### src/rtl/pc_seq_if.sv
// pc_seq_if: fetch-control bundle between the hazard/branch logic and the
// pc_sequencer. The master side drives control and redirect requests and
// receives the fetch address; the slave side is the sequencer itself.
interface pc_seq_if #(
  parameter int ADDR_W  = 32,
  parameter int COUNT_W = 32
);
  logic              stall;
  logic              redirect_valid;
  logic [ADDR_W-1:0] redirect_target;
  logic              exc_valid;
  logic              call_push;
  logic              ret_pop;
  logic [ADDR_W-1:0] pc;
  logic [ADDR_W-1:0] pc_plus_step;
  logic              pc_valid;
  logic              align_err;
  logic [COUNT_W-1:0] fetch_count;
  logic              ras_underflow;

  modport master (
    output stall, redirect_valid, redirect_target, exc_valid, call_push, ret_pop,
    input  pc, pc_plus_step, pc_valid, align_err, fetch_count, ras_underflow
  );

  modport slave (
    input  stall, redirect_valid, redirect_target, exc_valid, call_push, ret_pop,
    output pc, pc_plus_step, pc_valid, align_err, fetch_count, ras_underflow
  );
endinterface

### src/rtl/pc_sequencer.sv
// pc_sequencer: fetch-stage program counter.
// Next-pc priority: rst > exception > redirect > stall > return-stack pop > pc+STEP.
// Optional feature macro PC_RAS_EN adds a RAS_DEPTH-entry circular return-address
// stack (RAS_DEPTH a power of two, >= 2); without it call_push/ret_pop are ignored
// and ras_underflow is held at 0.
module pc_sequencer #(
  parameter int                 ADDR_W       = 32,
  parameter int                 STEP         = 4,
  parameter logic [ADDR_W-1:0]  RESET_VECTOR = '0,
  parameter logic [ADDR_W-1:0]  EXC_VECTOR   = ADDR_W'('h80),
  parameter int                 COUNT_W      = 32,
  parameter int                 RAS_DEPTH    = 4
) (
  input  logic     clk,
  input  logic     rst,
  pc_seq_if.slave  bus
);

  localparam logic [ADDR_W-1:0] STEP_A     = ADDR_W'(STEP);
  localparam logic [ADDR_W-1:0] ALIGN_MASK = ADDR_W'(STEP - 1);

  // Clear the sub-STEP offset bits of a redirect target.
  function automatic logic [ADDR_W-1:0] align_tgt(input logic [ADDR_W-1:0] t);
    return t & ~ALIGN_MASK;
  endfunction

  logic [ADDR_W-1:0]  pc_p1;
  logic [ADDR_W-1:0]  pc_nxt;
  logic               vld_p1;
  logic               align_p1;
  logic               unf_p1;
  logic [COUNT_W-1:0] cnt_p1;
  logic               advance;
  logic               misaligned;
  logic               ras_hit;
  logic               ras_unf;
  logic [ADDR_W-1:0]  ras_top;

  assign bus.pc_plus_step  = pc_p1 + STEP_A;
  assign bus.pc            = pc_p1;
  assign bus.pc_valid      = vld_p1;
  assign bus.align_err     = align_p1;
  assign bus.fetch_count   = cnt_p1;
  assign bus.ras_underflow = unf_p1;

`ifdef PC_RAS_EN
  localparam int PTR_W = (RAS_DEPTH > 1) ? $clog2(RAS_DEPTH) : 1;
  localparam int OCC_W = PTR_W + 1;

  // Occupancy saturates at RAS_DEPTH: a push onto a full stack overwrites the oldest slot.
  function automatic logic [OCC_W-1:0] occ_inc_sat(input logic [OCC_W-1:0] occ);
    return (occ == OCC_W'(RAS_DEPTH)) ? occ : occ + OCC_W'(1);
  endfunction

  logic [ADDR_W-1:0] ras_mem [RAS_DEPTH];
  logic [PTR_W-1:0]  ras_tp_p1;   // next free slot; top of stack is one below
  logic [OCC_W-1:0]  ras_occ_p1;
  logic [PTR_W-1:0]  ras_top_idx;
  logic              ras_gate;
  logic              ras_push;
  logic              ras_pop;
  logic              ras_empty;

  assign ras_gate    = ~bus.stall & ~bus.redirect_valid & ~bus.exc_valid;
  assign ras_push    = ras_gate & bus.call_push;
  assign ras_pop     = ras_gate & bus.ret_pop;
  assign ras_empty   = (ras_occ_p1 == '0);
  assign ras_hit     = ras_pop & ~ras_empty;
  assign ras_unf     = ras_pop & ras_empty;
  assign ras_top_idx = ras_tp_p1 - PTR_W'(1);
  assign ras_top     = ras_mem[ras_top_idx];

  // Stack pointer and occupancy; a simultaneous push+pop replaces the top in place.
  always_ff @(posedge clk) begin
    if (rst) begin
      ras_tp_p1  <= '0;
      ras_occ_p1 <= '0;
    end else if (ras_hit && !ras_push) begin
      ras_tp_p1  <= ras_top_idx;
      ras_occ_p1 <= ras_occ_p1 - OCC_W'(1);
    end else if (ras_push && !ras_hit) begin
      ras_tp_p1  <= ras_tp_p1 + PTR_W'(1);
      ras_occ_p1 <= occ_inc_sat(ras_occ_p1);
    end
  end

  // Return-address storage; contents are meaningless while occupancy is zero.
  always_ff @(posedge clk) begin
    if (ras_hit && ras_push) begin
      ras_mem[ras_top_idx] <= bus.pc_plus_step;
    end else if (ras_push) begin
      ras_mem[ras_tp_p1] <= bus.pc_plus_step;
    end
  end
`else
  logic unused_ras;
  assign unused_ras = &{1'b0, bus.call_push, bus.ret_pop, RAS_DEPTH[0]};
  assign ras_hit    = 1'b0;
  assign ras_unf    = 1'b0;
  assign ras_top    = '0;
`endif

  assign advance    = bus.exc_valid | bus.redirect_valid | ~bus.stall;
  assign misaligned = bus.redirect_valid & ~bus.exc_valid &
                      (|(bus.redirect_target & ALIGN_MASK));

  // Next-pc select in priority order.
  always_comb begin
    pc_nxt = bus.pc_plus_step;
    if (bus.exc_valid) begin
      pc_nxt = EXC_VECTOR;
    end else if (bus.redirect_valid) begin
      pc_nxt = align_tgt(bus.redirect_target);
    end else if (bus.stall) begin
      pc_nxt = pc_p1;
    end else if (ras_hit) begin
      pc_nxt = ras_top;
    end
  end

  // Stage p1: pc, valid, status pulses and the retired-fetch counter.
  always_ff @(posedge clk) begin
    if (rst) begin
      pc_p1    <= RESET_VECTOR;
      vld_p1   <= 1'b0;
      align_p1 <= 1'b0;
      unf_p1   <= 1'b0;
      cnt_p1   <= '0;
    end else begin
      pc_p1    <= pc_nxt;
      vld_p1   <= 1'b1;
      align_p1 <= misaligned;
      unf_p1   <= ras_unf;
      if (vld_p1 && advance) begin
        cnt_p1 <= cnt_p1 + COUNT_W'(1);
      end
    end
  end

endmodule

### src/flat_wrapper.sv
// flat-port wrapper written by rule: the top's interface ports become plain ports
module pc_sequencer_flat 
#(
  parameter int                 ADDR_W       = 32,
  parameter int                 STEP         = 4,
  parameter logic [ADDR_W-1:0]  RESET_VECTOR = '0,
  parameter logic [ADDR_W-1:0]  EXC_VECTOR   = ADDR_W'('h80),
  parameter int                 COUNT_W      = 32,
  parameter int                 RAS_DEPTH    = 4
)
  (clk, rst, bus_stall, bus_redirect_valid, bus_redirect_target, bus_exc_valid, bus_call_push, bus_ret_pop, bus_pc, bus_pc_plus_step, bus_pc_valid, bus_align_err, bus_fetch_count, bus_ras_underflow);
  pc_seq_if #(.ADDR_W(ADDR_W), .COUNT_W(COUNT_W)) bus_i ();
  input  logic clk;
  input  logic rst;
  input wire logic [$bits(bus_i.stall)-1:0] bus_stall;
  input wire logic [$bits(bus_i.redirect_valid)-1:0] bus_redirect_valid;
  input wire logic [$bits(bus_i.redirect_target)-1:0] bus_redirect_target;
  input wire logic [$bits(bus_i.exc_valid)-1:0] bus_exc_valid;
  input wire logic [$bits(bus_i.call_push)-1:0] bus_call_push;
  input wire logic [$bits(bus_i.ret_pop)-1:0] bus_ret_pop;
  output wire logic [$bits(bus_i.pc)-1:0] bus_pc;
  output wire logic [$bits(bus_i.pc_plus_step)-1:0] bus_pc_plus_step;
  output wire logic [$bits(bus_i.pc_valid)-1:0] bus_pc_valid;
  output wire logic [$bits(bus_i.align_err)-1:0] bus_align_err;
  output wire logic [$bits(bus_i.fetch_count)-1:0] bus_fetch_count;
  output wire logic [$bits(bus_i.ras_underflow)-1:0] bus_ras_underflow;
  assign bus_i.stall = bus_stall;
  assign bus_i.redirect_valid = bus_redirect_valid;
  assign bus_i.redirect_target = bus_redirect_target;
  assign bus_i.exc_valid = bus_exc_valid;
  assign bus_i.call_push = bus_call_push;
  assign bus_i.ret_pop = bus_ret_pop;
  assign bus_pc = bus_i.pc;
  assign bus_pc_plus_step = bus_i.pc_plus_step;
  assign bus_pc_valid = bus_i.pc_valid;
  assign bus_align_err = bus_i.align_err;
  assign bus_fetch_count = bus_i.fetch_count;
  assign bus_ras_underflow = bus_i.ras_underflow;
  pc_sequencer #(.ADDR_W(ADDR_W), .STEP(STEP), .RESET_VECTOR(RESET_VECTOR), .EXC_VECTOR(EXC_VECTOR), .COUNT_W(COUNT_W), .RAS_DEPTH(RAS_DEPTH)) u_core (.clk(clk), .rst(rst), .bus(bus_i));
endmodule
### config.mk
export PLATFORM = sky130hd
export DESIGN_NAME = pc_sequencer_flat
export DESIGN_NICKNAME = d
export VERILOG_FILES = /design/src/rtl/pc_seq_if.sv /design/src/rtl/pc_sequencer.sv /design/src/flat_wrapper.sv
export SDC_FILE = /design/constraint.sdc
export NUM_CORES = 1
export LEC_CHECK = 0
export ABC_AREA = 1
export BUFFER_PORTS_ARGS = -buffer_cell sky130_fd_sc_hd__buf_4
export CAP_MARGIN = 0
export CORE_MARGIN = 10
export CORE_UTILIZATION = 51
export CTS_BUF_LIST = sky130_fd_sc_hd__clkbuf_16
export DETAILED_ROUTE_END_ITERATION = 16
export PLACE_DENSITY = 0.81
export SYNTH_ARGS = -nofsm -noshare
export SYNTH_HDL_FRONTEND = slang
export SYNTH_SLANG_ARGS = --single-unit
### constraint.sdc
create_clock -name clk -period 2.45 [get_ports clk]
set_clock_uncertainty 0.2 [all_clocks]
set_input_delay 0.735 -clock clk [delete_from_list [all_inputs] [get_ports clk]]
set_output_delay 0.735 -clock clk [all_outputs]
set_load 0.005 [all_outputs]
# ---- Word level (Yosys, flattened, before mapping)
# Index checks and enable logic that the tools add are counted.
dict set report op_classes {
  n_addsub 2
  bitwise_logic 6
  div_mod_pow 0
  n_mul 0
  shift 0
  eq_ne 2
  order_cmp 0
  reduce_logical 4
  muxes 4
}
# cell n
set op_table {}
lappend op_table {{32-bit 2-to-1 mux} 2}
lappend op_table {{32-bit by 1-bit adder with 32-bit output (second input constant)} 1}
lappend op_table {{32-bit by 3-bit adder with 32-bit output (second input constant)} 1}
lappend op_table {{8-bit 2-to-1 mux} 1}
lappend op_table {{2-bit OR reduction} 2}
lappend op_table {{3-bit by 1-bit inequality test with 1-bit output (second input constant)} 1}
lappend op_table {{3-bit OR reduction} 1}
lappend op_table {{1-bit bitwise AND} 2}
lappend op_table {{2-bit by 1-bit inequality test with 1-bit output (second input constant)} 1}
lappend op_table {{1-bit NOT} 2}
lappend op_table {{1-bit OR} 2}
lappend op_table {{1-bit logical AND} 1}
lappend op_table {{1-bit 2-to-1 mux} 1}
dict set report totals {
  mem_bits_ro 0
  ff_bits 66
  elab_cells 24
  out_inout_bits 99
  latch_bits 0
  mem_count 0
  ramBits 0
  inputBits 39
}

# ---- Depth between registers and ports, before layout
# Gate-level depths: netlist of the first run.
dict set report depth {
  word_depth 4
  depth_mapped 10
  ltp_nobuf 10
}

# ---- Least setup slack after synthesis of the first run
# Ideal clock, no wire load.
dict set report synth_path {
  path_kind {reg-to-output}
  start {reg u_core.pc_p1[3], in the netlist u_core.bus.pc[3]}
  end {out bus_pc_plus_step[14]}
  slack_ns 0.291
  required_ns 1.515
  arrival_ns 1.224
  stages_incl_launch_ff 7
  path_buffers 0
  path_cell_list {dfxtp_1 -> ha_1 -> nand2_1 -> nor2_4 -> nand2_2 -> nor2_2 -> xor2_1}
}
dict set report synth_between {
  elab_chain_cells 1
}
# element line_no
set synth_rtl {}
lappend synth_rtl {{start, declared} pc_sequencer.sv:27} ;# logic [ADDR_W-1:0] pc_p1;
lappend synth_rtl {{start signal, assigned} pc_sequencer.sv:130} ;# pc_p1 <= pc_nxt;
lappend synth_rtl {{32-bit by 3-bit adder with 32-bit output} pc_sequencer.sv:39} ;# assign bus.pc_plus_step = pc_p1 + STEP_A;
lappend synth_rtl {{end, declared} flat_wrapper.sv:22} ;# output wire logic [$bits(bus_i.pc_plus_step)-1:0] bus_pc_plus_step;
# Every way passes these cells.

# ---- Final worst setup path of the first run
dict set report layout_path {
  start {reg u_core.pc_p1[7], in the netlist u_core.bus.pc[7]}
  end {out bus_pc_plus_step[14]}
}
# Same word-level chain as after synthesis.

==> impl_metrics.json, run 1 <==
{
  "cts.root.buffer_cell": "clkbuf_16",
  "drv_slew": 0,
  "fp.dieW_um": 110,
  "crit_path_start_kind": "flop",
  "crit_path_end": "bus_pc_plus_step[14]",
  "syn_avg_cell_area_um2": 5.92,
  "cp_slowest_cell": "dfxtp_4",
  "filler_cell_count": 555,
  "drtIter0Drc": 369,
  "grt_remaining_overflow": 0,
  "slowest_delay_ns": 0.41,
  "nNetsFinal": 920,
  "cts_sinks": 64,
  "critPathMaxFanout": 5,
  "final_cell_mix": "nand2_1 (241), buf_4 (178), nor2_1 (93)",
  "crit_type": "flop to output pin",
  "end_kind": "output pin",
  "ant_nets": 0,
  "dieArea_um2": 12100,
  "htreeDepth": 3,
  "r2r_setup_slack_ns": -0.27,
  "ys_ff_latch": 64,
  "synth_top_area_share_pct": 31.0,
  "grt_pass1_wl_mm": 24.9,
  "antenna_found_initial": 0,
  "ff2ff_path_depth": 17,
  "cts_hold_buf": 0,
  "drt_first_pass_iters": 5,
  "final_core_util_pct": 79.1,
  "leakage_nw": 2.69,
  "final_common_cell": "nand2_1",
  "path_clk_slew_ns": 0.06,
  "ys_warn_count": 0,
  "relSlewSlack_pct": 61.6,
  "synthToLayoutAreaGrowth_pct": 49.5,
  "place.gp.congestion": 0.962,
  "worst_pin_slew_ns": 0.575,
  "maxCapViolations": 0,
  "insertedDiodeCount": 0,
  "fmaxAchievable_ghz": 0.366,
  "worstHoldPathType": "flop to flop",
  "track_usage_pct": 25.7,
  "violations": "negative setup slack",
  "num_rows": 32,
  "yosysTopAreaCell": "dfxtp_1",
  "min_period_ns": 2.73,
  "crit_chain": "nand2_1, nor2_2, nand2_4, buf_4, nor2_4, xor2_1, buf_4",
  "min_period_over_period_pct": 111,
  "ys_types": 31,
  "setup_ws_ns": -0.280,
  "finalSetupTns_ns": -4.86,
  "startpoint": "u_core.bus.pc[7]$_SDFFE_PP0N_",
  "required_ns": 1.51,
  "fin_total_pwr_mw": 2.79,
  "ys_seq_area_share_pct": 31.0,
  "status": "complete, but fails checks",
  "route.detailed.drc": 0,
  "cts_tree": "done",
  "cpMostUsedCell": "buf_4",
  "r2r_start": "u_core.bus.pc[7]$_SDFFE_PP0N_",
  "drive_gt1_share_pct": 31.3,
  "wirelength_mm": 16.8,
  "power_density_nw_per_um2": 452,
  "clockBufferDepth": 2,
  "rsz0062_at_grt": "true",
  "initial_core_util_pct": 52.9,
  "clk_latency_ns": 0.33,
  "port_buffers": 130,
  "netlist_instances": 698,
  "setup_violations": 28,
  "r2r_end": "u_core.bus.pc[22]$_SDFFE_PP0P_",
  "die_h_um": 110,
  "crit_arrival_ns": 1.80,
  "vdd_drop_max_mv": 0.361,
  "io_pins": 138,
  "via_per_inst": 5.48,
  "ys_top_cells_by_area": "dfxtp_1 (31%), nand2_1 (23%), nor2_1 (9.6%), inv_1 (7.0%), a21oi_1 (5.6%)",
  "route.vias.total": 5402,
  "grt_max_degree": 32,
  "coreArea_um2": 7810,
  "wl_per_cell_um": 17.0,
  "syn-cell-area_um2": 4130,
  "numCtsBuffers": 9,
  "finalHoldViolCount": 0,
  "dpl.hpwl_mm": 11.0,
  "grt_pass1_vias": 5010
}
==> logic make-up (layout without fill, tap and decap cells) <==
logic type | after synthesis | in the layout | synth area share [%]
flops | 64 | 64 | 31.0
compound gates | 91 | 91 | 12.1
simple gates | 425 | 425 | 42.3
fa+ha+maj | 2 | 2 | 0.605
xor+xnor | 16 | 16 | 4.12
buf+inv | 99 | 281 | 9.75
other cells | 1 | 5 | 0.0907
==> routing by layer <==
metal	wire, um	global-route usage, %	part of all wire, %	vias up
met5	0	0	0	-
met3	1770	5.17	11	58
met2	7980	44.5	48	332
met1	6410	30.5	38	2480
met4	603	10.1	3.6	0
li1	-	-	-	2532
==> metrics by stage <==
step	worst slack (ns)	hold slack, ns	cells	cell area [um2]
global placement	0.0407	0.272	932	5290
global route	-0.388	0.332	986	6180
floorplan	0.291	0.265	702	4150
detailed placement	-0.0295	0.273	932	5290
CTS	-0.185	0.299	979	6070
finish	-0.280	0.297	986	6180
==> sequential cells by signal (all words and copies together), names as in the netlist <==
register	count
u_core.bus.pc_valid	1
u_core.bus.align_err	1
u_core.bus.pc	30
u_core.bus.fetch_count	32
==> critical path, delay by kind of cell (launching register included) <==
kind	cells	cell delay, ns
simple gates	4	0.54
flops	1	0.41
xor+xnor	1	0.21
buf+inv	2	0.30
==> area by class of cell <==
cell class / instances / area, um2 / share of cell area [%]
Multi-Input combinational cell: 539 / 2690 / 43.6
Timing Repair Buffer: 187 / 1440 / 23.3
Inverter: 78 / 293 / 4.74
Tap cell: 102 / 128 / 2.07
Sequential cell: 64 / 1320 / 21.3
Clock inverter: 7 / 86.3 / 1.40
Clock buffer: 9 / 225 / 3.65
==> synth_stat cells <==
cell	count
nor2_2	5
clkbuf_1	6
nor2_1	106
o21bai_1	1
buf_2	4
a31oi_1	7
nand2_1	254
xnor2_1	4
and3_1	1
a22o_1	6
or2_2	1
a21oi_1	46
inv_2	1
dfxtp_1	64
nor4_1	1
xor2_2	4
buf_1	4
nand4_1	3
a21oi_4	1
nor3_1	6
inv_1	77
nand2_2	3
conb_1	1
nand3_1	34
buf_4	7
xor2_1	8
and2_1	2
nor3b_1	1
o21ai_0	30
ha_1	2
nor2_4	8
==> repair_timing <==
| action | 4_1_cts | 5_1_grt |
|---|---|---|
| buffers inserted | 31 | 7 |
| resized for setup | 67 | 18 |
| pin swaps | 26 | 19 |
| setup endpoints to repair | 25 | 29 |
==> report_power, final <==
group	total [mW]	internal, mW	switching [mW]
Clock	1.36	0.879	0.479
Combinational	0.339	0.163	0.176
Sequential	1.10	1.06	0.0333
Total	2.79	2.10	0.688
==> worst min-delay path by stage <==
stage / from / endpoint / slack (ns) / depth (start not counted)
after floorplan: u_core.bus.fetch_count[4]$_SDFFE_PP0P_ / u_core.bus.fetch_count[4]$_SDFFE_PP0P_ / 0.26 / 2
after global placement: u_core.bus.fetch_count[4]$_SDFFE_PP0P_ / u_core.bus.fetch_count[4]$_SDFFE_PP0P_ / 0.27 / 2
after detailed placement: u_core.bus.fetch_count[4]$_SDFFE_PP0P_ / u_core.bus.fetch_count[4]$_SDFFE_PP0P_ / 0.27 / 2
after CTS: u_core.bus.fetch_count[7]$_SDFFE_PP0P_ / u_core.bus.fetch_count[7]$_SDFFE_PP0P_ / 0.30 / 2
after global routing: u_core.bus.fetch_count[4]$_SDFFE_PP0P_ / u_core.bus.fetch_count[4]$_SDFFE_PP0P_ / 0.33 / 2
final: u_core.bus.fetch_count[4]$_SDFFE_PP0P_ / u_core.bus.fetch_count[4]$_SDFFE_PP0P_ / 0.30 / 2
(Power assumes the default switching activity.)
==> run 2: changes to the inputs <==
CORE_UTILIZATION = 35   (was 51)
PLACE_DENSITY = not set   (was 0.81)
clock period = 2.3 ns   (was 2.45 ns; I/O delays follow)
==> run 2 against run 1 <==
  * Die area rose by 37%
  * Worst setup slack got worse by 0.034 ns
  * Routed wire length fell by 7.7%
  * Final area rose by 1.6%
  * Global-route usage fell by 8.0 points
  * Flip-flop and latch count did not move
  * Sequential power rose by 5%
  * The flow still finishes with violations (negative setup slack)
  * Total power fell by 2.7%
==> impl_metrics.json, run 2 (synthesis gave the netlist of run 1 again) <==
{
  "status": "complete, but fails checks",
  "violations": "negative setup slack",
  "crit_family": "simple AND/OR/NAND/NOR gates",
  "clockBufferDepth": 2,
  "path_clk_slew_ns": 0.05,
  "met2_usage_pct": 29.7,
  "crit_arrival_ns": 1.72,
  "wl_per_cell_um": 15.0,
  "crit_type": "flop to output pin",
  "power_density_nw_per_um2": 433,
  "final_area_um2": 6270,
  "cts_hold_buf": 0,
  "cts_tree": "done",
  "final_cell_mix": "nand2_1 (235), buf_4 (173), nor2_1 (95)",
  "top_usage_layer": "met2",
  "clk_latency_ns": 0.34,
  "route.detailed.drc": 0,
  "ant_nets": 0,
  "vdd_drop_max_mv": 0.350,
  "via_per_inst": 4.92,
  "leakage_nw": 2.70,
  "cp_slowest_cell": "dfxtp_2",
  "min_period_over_period_pct": 114,
  "worstHoldPathType": "flop to flop",
  "drive_gt1_share_pct": 31.2,
  "cts.root.buffer_cell": "clkbuf_16",
  "insertedDiodeCount": 0,
  "coreArea_um2": 11500,
  "crit_path_start_kind": "flop",
  "num_rows": 39,
  "fmaxAchievable_ghz": 0.383,
  "fp.dieW_um": 129,
  "dieArea_um2": 16600,
  "final_common_cell": "nand2_1",
  "setup_violations": 28,
  "antenna_found_initial": 0,
  "numCtsBuffers": 9,
  "initial_core_util_pct": 36.0,
  "critPathMaxFanout": 3,
  "drt_first_pass_iters": 5,
  "track_usage_pct": 17.7,
  "cp_num_buf_inv": 2,
  "grt.met1_usage_pct": 21.2,
  "setup_ws_ns": -0.314,
  "rsz0062_at_grt": "true",
  "finalHoldViolCount": 0,
  "largest_register_ffs": 32,
  "min_period_ns": 2.61,
  "place.gp.congestion": 0.927,
  "synthToLayoutAreaGrowth_pct": 51.8,
  "filler_cell_count": 1164,
  "htreeDepth": 3,
  "die_h_um": 129,
  "grt_max_degree": 30,
  "io_pins": 138,
  "dpl.hpwl_mm": 11.8,
  "required_ns": 1.41,
  "drv_slew": 0,
  "grt_pass1_wl_mm": 24.0,
  "relSlewSlack_pct": 61.6,
  "route.vias.total": 5074,
  "grt_remaining_overflow": 0,
  "cpMostUsedCell": "nand2_1",
  "slowest_delay_ns": 0.36,
  "grt_pass1_vias": 4853,
  "globalRouteMet3Util_pct": 4.48,
  "dpl-instance-area_um2": 5510,
  "port_buffers": 130,
  "maxCapViolations": 0,
  "end_kind": "output pin",
  "worst_pin_slew_ns": 0.575,
  "crit_chain": "ha_4, nand2_4, nor2_4, buf_4, nand2_4, nor2_4, nand2_1, nand2_1, nand2_1, buf_4",
  "wirelength_mm": 15.5,
  "drtIter0Drc": 324,
  "pre_cts_ws_ns": -0.0366,
  "cts_sinks": 64,
  "nNetsFinal": 927
}
[run 2: cell types whose count changed in the layout (fill, tap and decap cells not counted), moves of 5 or more]
cell     previous run  this run
dfxtp_2            10         3
dfxtp_4             6         1
nand2_2            10        17
buf_6               9        20
dfxtp_1            48        60
nand2_1           241       235
buf_4             178       173
[run 2: routing by layer]
metal  share of wire, %  vias up
li1                   -     2536
met1                 42     2333
met2                 48      183
met3                8.5       22
met4                2.1        0
met5                  0        -
[run 2: cell type report]
cell class	count	area, um2	share of cell area [%]
multi-input combinational	539	2730	43.4
inverter	78	295	4.71
tap	143	179	2.85
sequential	64	1290	20.5
clock buffer	9	225	3.59
timing repair buffer	194	1540	24.6
clock inverter	4	16.3	0.259
[run 2: path summary, 6_finish.rpt]
path                            cells past startpoint  slack, ns                              startpoint                                endpoint
worst min register to register                      2       0.30  u_core.bus.fetch_count[7]$_SDFFE_PP0P_  u_core.bus.fetch_count[7]$_SDFFE_PP0P_
worst min-delay path                                2       0.30  u_core.bus.fetch_count[7]$_SDFFE_PP0P_  u_core.bus.fetch_count[7]$_SDFFE_PP0P_
worst max-delay path                               10      -0.31           u_core.bus.pc[3]$_SDFFE_PP0P_                    bus_pc_plus_step[24]
worst max register to register                     17      -0.21           u_core.bus.pc[3]$_SDFFE_PP0P_          u_core.bus.pc[22]$_SDFFE_PP0P_
[run 2: worst register-to-register path, cell delays in order, from the launching register on]
cell and delay [ns]:
dfxtp_2 0.36, ha_4 0.15, nand2_4 0.05, nor2_4 0.13
nand2_4 0.11, nor2_4 0.22, nand2_1 0.09, nand2_1 0.07
nand2_2 0.06, buf_4 0.13, buf_4 0.12, buf_4 0.12
buf_4 0.12, buf_4 0.12, buf_4 0.12, buf_4 0.12
nand2_2 0.05, a21oi_2 0.05
[run 2: timing repair]
item / CTS / global route
setup buffers: 13 / 13
resized for setup: 25 / 61
setup endpoints to repair: 27 / 29
pin swaps: 18 / 28
[run 2: power breakdown]
group	switching [mW]	leakage, nW	internal (mW)
Combinational	0.188	2.05	0.187
Clock	0.485	0.123	0.696
Sequential	0.0258	0.521	1.13
[run 2: through the flow]
stage / utilization (%) / total power [mW] / TNS, ns / cells / hold WS (ns)
detailed placement: 48.0 / 1.52 / -0.169 / 994 / 0.288
finish: 54.7 / 2.72 / -6.71 / 1031 / 0.301
global placement: 48.0 / 1.51 / -0.00426 / 994 / 0.276
CTS: 52.1 / 2.72 / -7.41 / 1020 / 0.296
floorplan: - / 1.32 / 0 / 702 / 0.265
global route: 54.7 / 2.81 / -8.98 / 1031 / 0.326
==> run 3: changes to the inputs <==
CORE_MARGIN = 2   (was 10)
==> run 3 against run 2 <==
  * Critical endpoint is now bus_pc_plus_step[11]
  * The run still ends with negative setup slack left
  * Global-route usage rose by 4.8 points
  * Clock power increased by 22%
  * Largest power group unchanged
  * Via count decreased by 0.81%
==> impl_metrics.json, run 3 (synthesis gave the netlist of run 1 again) <==
{
  "r2r_start": "u_core.bus.pc[2]$_SDFFE_PP0P_",
  "grt_remaining_overflow": 0,
  "final_common_cell": "nand2_1",
  "place.gp.congestion": 0.920,
  "nNetsFinal": 930,
  "dpl-instance-area_um2": 5500,
  "clkPwrFrac_pct": 48.4,
  "wirelength_mm": 14.5,
  "multi_input_area_um2": 2710,
  "violations": "negative setup slack",
  "ff2ff_path_depth": 14,
  "dpl.hpwl_mm": 10.7,
  "drt_first_pass_iters": 5,
  "drv_slew": 0,
  "wl_per_cell_um": 14.0,
  "final_cell_mix": "nand2_1 (238), buf_4 (175), nor2_1 (91)",
  "critPathMaxFanout": 4,
  "grt.met1_usage_pct": 28.2,
  "power_frac_comb_pct": 12.5,
  "power_density_nw_per_um2": 467,
  "numCtsBuffers": 9,
  "seqPwrFrac_pct": 39.1,
  "cts_sinks": 64,
  "startpoint": "u_core.bus.pc[2]$_SDFFE_PP0P_",
  "regArea_um2": 1290,
  "grt_pass1_wl_mm": 23.1,
  "holdWs_ns": 0.284,
  "clockBufferDepth": 2,
  "top_usage_layer": "met2",
  "crit_type": "flop to output pin",
  "final_core_util_pct": 55.4,
  "io_pins": 138,
  "finalSetupTns_ns": -6.66,
  "p_sw_share_pct": 24.1,
  "largest_register_ffs": 32,
  "crit_path_start_kind": "flop",
  "antenna_found_initial": 0,
  "num_rows": 39,
  "crit_arrival_ns": 1.73,
  "min_period_ns": 2.62,
  "htreeDepth": 3,
  "coreArea_um2": 11500,
  "dieArea_um2": 12700,
  "setup_ws_ns": -0.323,
  "cts.root.buffer_cell": "clkbuf_16",
  "p_switching_uw": 717,
  "synthToLayoutAreaGrowth_pct": 53.8,
  "maxCapViolations": 0,
  "initial_core_util_pct": 36.0,
  "finalHoldViolCount": 0,
  "required_ns": 1.41,
  "cts_hold_buf": 0,
  "min_period_over_period_pct": 114,
  "track_usage_pct": 22.6,
  "route.vias.total": 5033,
  "stdcell_count": 1037,
  "filler_cell_count": 1146,
  "fin_total_pwr_mw": 2.97,
  "vdd_drop_max_mv": 0.334,
  "met2_usage_pct": 38.2,
  "insertedDiodeCount": 0,
  "final_area_um2": 6360,
  "drive_gt1_share_pct": 32.0,
  "drtIter0Drc": 371,
  "port_buffers": 130,
  "grt_max_degree": 30,
  "ant_nets": 0,
  "setup_violations": 27,
  "worst_pin_slew_ns": 0.586,
  "cts_tree": "done",
  "crit_path_end": "bus_pc_plus_step[11]",
  "die_h_um": 113,
  "route.detailed.drc": 0,
  "internal-power_mw": 2.25,
  "rsz0062_at_grt": "true",
  "relSlewSlack_pct": 60.9,
  "r2r_end": "u_core.bus.pc[30]$_SDFFE_PP0P_",
  "fp.dieW_um": 113,
  "leakage_nw": 2.77,
  "clk_latency_ns": 0.34,
  "dp_cells": 995,
  "status": "complete, but fails checks",
  "grt_pass1_vias": 4846,
  "r2r_setup_slack_ns": 0.20,
  "end_kind": "output pin",
  "via_per_inst": 4.85,
  "worstHoldPathType": "flop to flop",
  "pre_cts_ws_ns": -0.0377,
  "globalRouteMet3Util_pct": 4.32,
  "fmaxAchievable_ghz": 0.381,
  "path_clk_slew_ns": 0.06
}
-- run 3: cell types whose count changed in the layout (fill, tap and decap cells not counted), sizes merged --
cell	before	now
buf	194	197
bufinv	0	2
clkinv	3	2
inv	79	81
-- run 3: timing repair --
item | 4_1_cts | 5_1_grt
resized for setup | 32 | 60
setup buffers | 16 | 14
endpoints found under the setup margin | 27 | 28
pin swaps | 19 | 44
-- run 3: cell type report --
type | instances | share of cell area (%)
Tap cell | 143 | 2.81
Multi-Input combinational cell | 539 | 42.7
Timing Repair Buffer | 197 | 24.7
Inverter | 78 | 4.64
Sequential cell | 64 | 20.4
Clock inverter | 7 | 1.26
Clock buffer | 9 | 3.54
-- run 3: power groups by stage --
stage	Clock, mW	Combinational (mW)	Sequential (mW)
CTS	1.47	0.352	1.16
floorplan	0	0.140	1.18
finish	1.44	0.371	1.16
global route	1.51	0.403	1.16
global placement	0	0.330	1.18
detailed placement	0	0.333	1.18
-- run 3: worst min path at each step --
stage | start | end | slack [ns] | cells past startpoint
after detailed placement | u_core.bus.fetch_count[7]$_SDFFE_PP0P_ | u_core.bus.fetch_count[7]$_SDFFE_PP0P_ | 0.28 | 2
after CTS | u_core.bus.fetch_count[7]$_SDFFE_PP0P_ | u_core.bus.fetch_count[7]$_SDFFE_PP0P_ | 0.28 | 2
after floorplan | u_core.bus.fetch_count[4]$_SDFFE_PP0P_ | u_core.bus.fetch_count[4]$_SDFFE_PP0P_ | 0.26 | 2
after global routing | u_core.bus.fetch_count[7]$_SDFFE_PP0P_ | u_core.bus.fetch_count[7]$_SDFFE_PP0P_ | 0.30 | 2
after global placement | u_core.bus.fetch_count[7]$_SDFFE_PP0P_ | u_core.bus.fetch_count[7]$_SDFFE_PP0P_ | 0.27 | 2
final | u_core.bus.fetch_count[7]$_SDFFE_PP0P_ | u_core.bus.fetch_count[7]$_SDFFE_PP0P_ | 0.28 | 2
-- run 3: critical path: stages, from the launching register on --
cell     delay [ns]
dfxtp_4        0.37
buf_6          0.11
inv_4          0.03
nor2_4         0.20
buf_6          0.14
nand3_4        0.12
buf_12         0.16
xor2_4         0.16
buf_6          0.12
-- run 3: per-layer routing --
layer | vias to the layer above | share of wire, %
met5 | - | 0
li1 | 2554 | -
met1 | 2297 | 43
met3 | 21 | 6.4
met4 | 0 | 1.9
met2 | 161 | 49
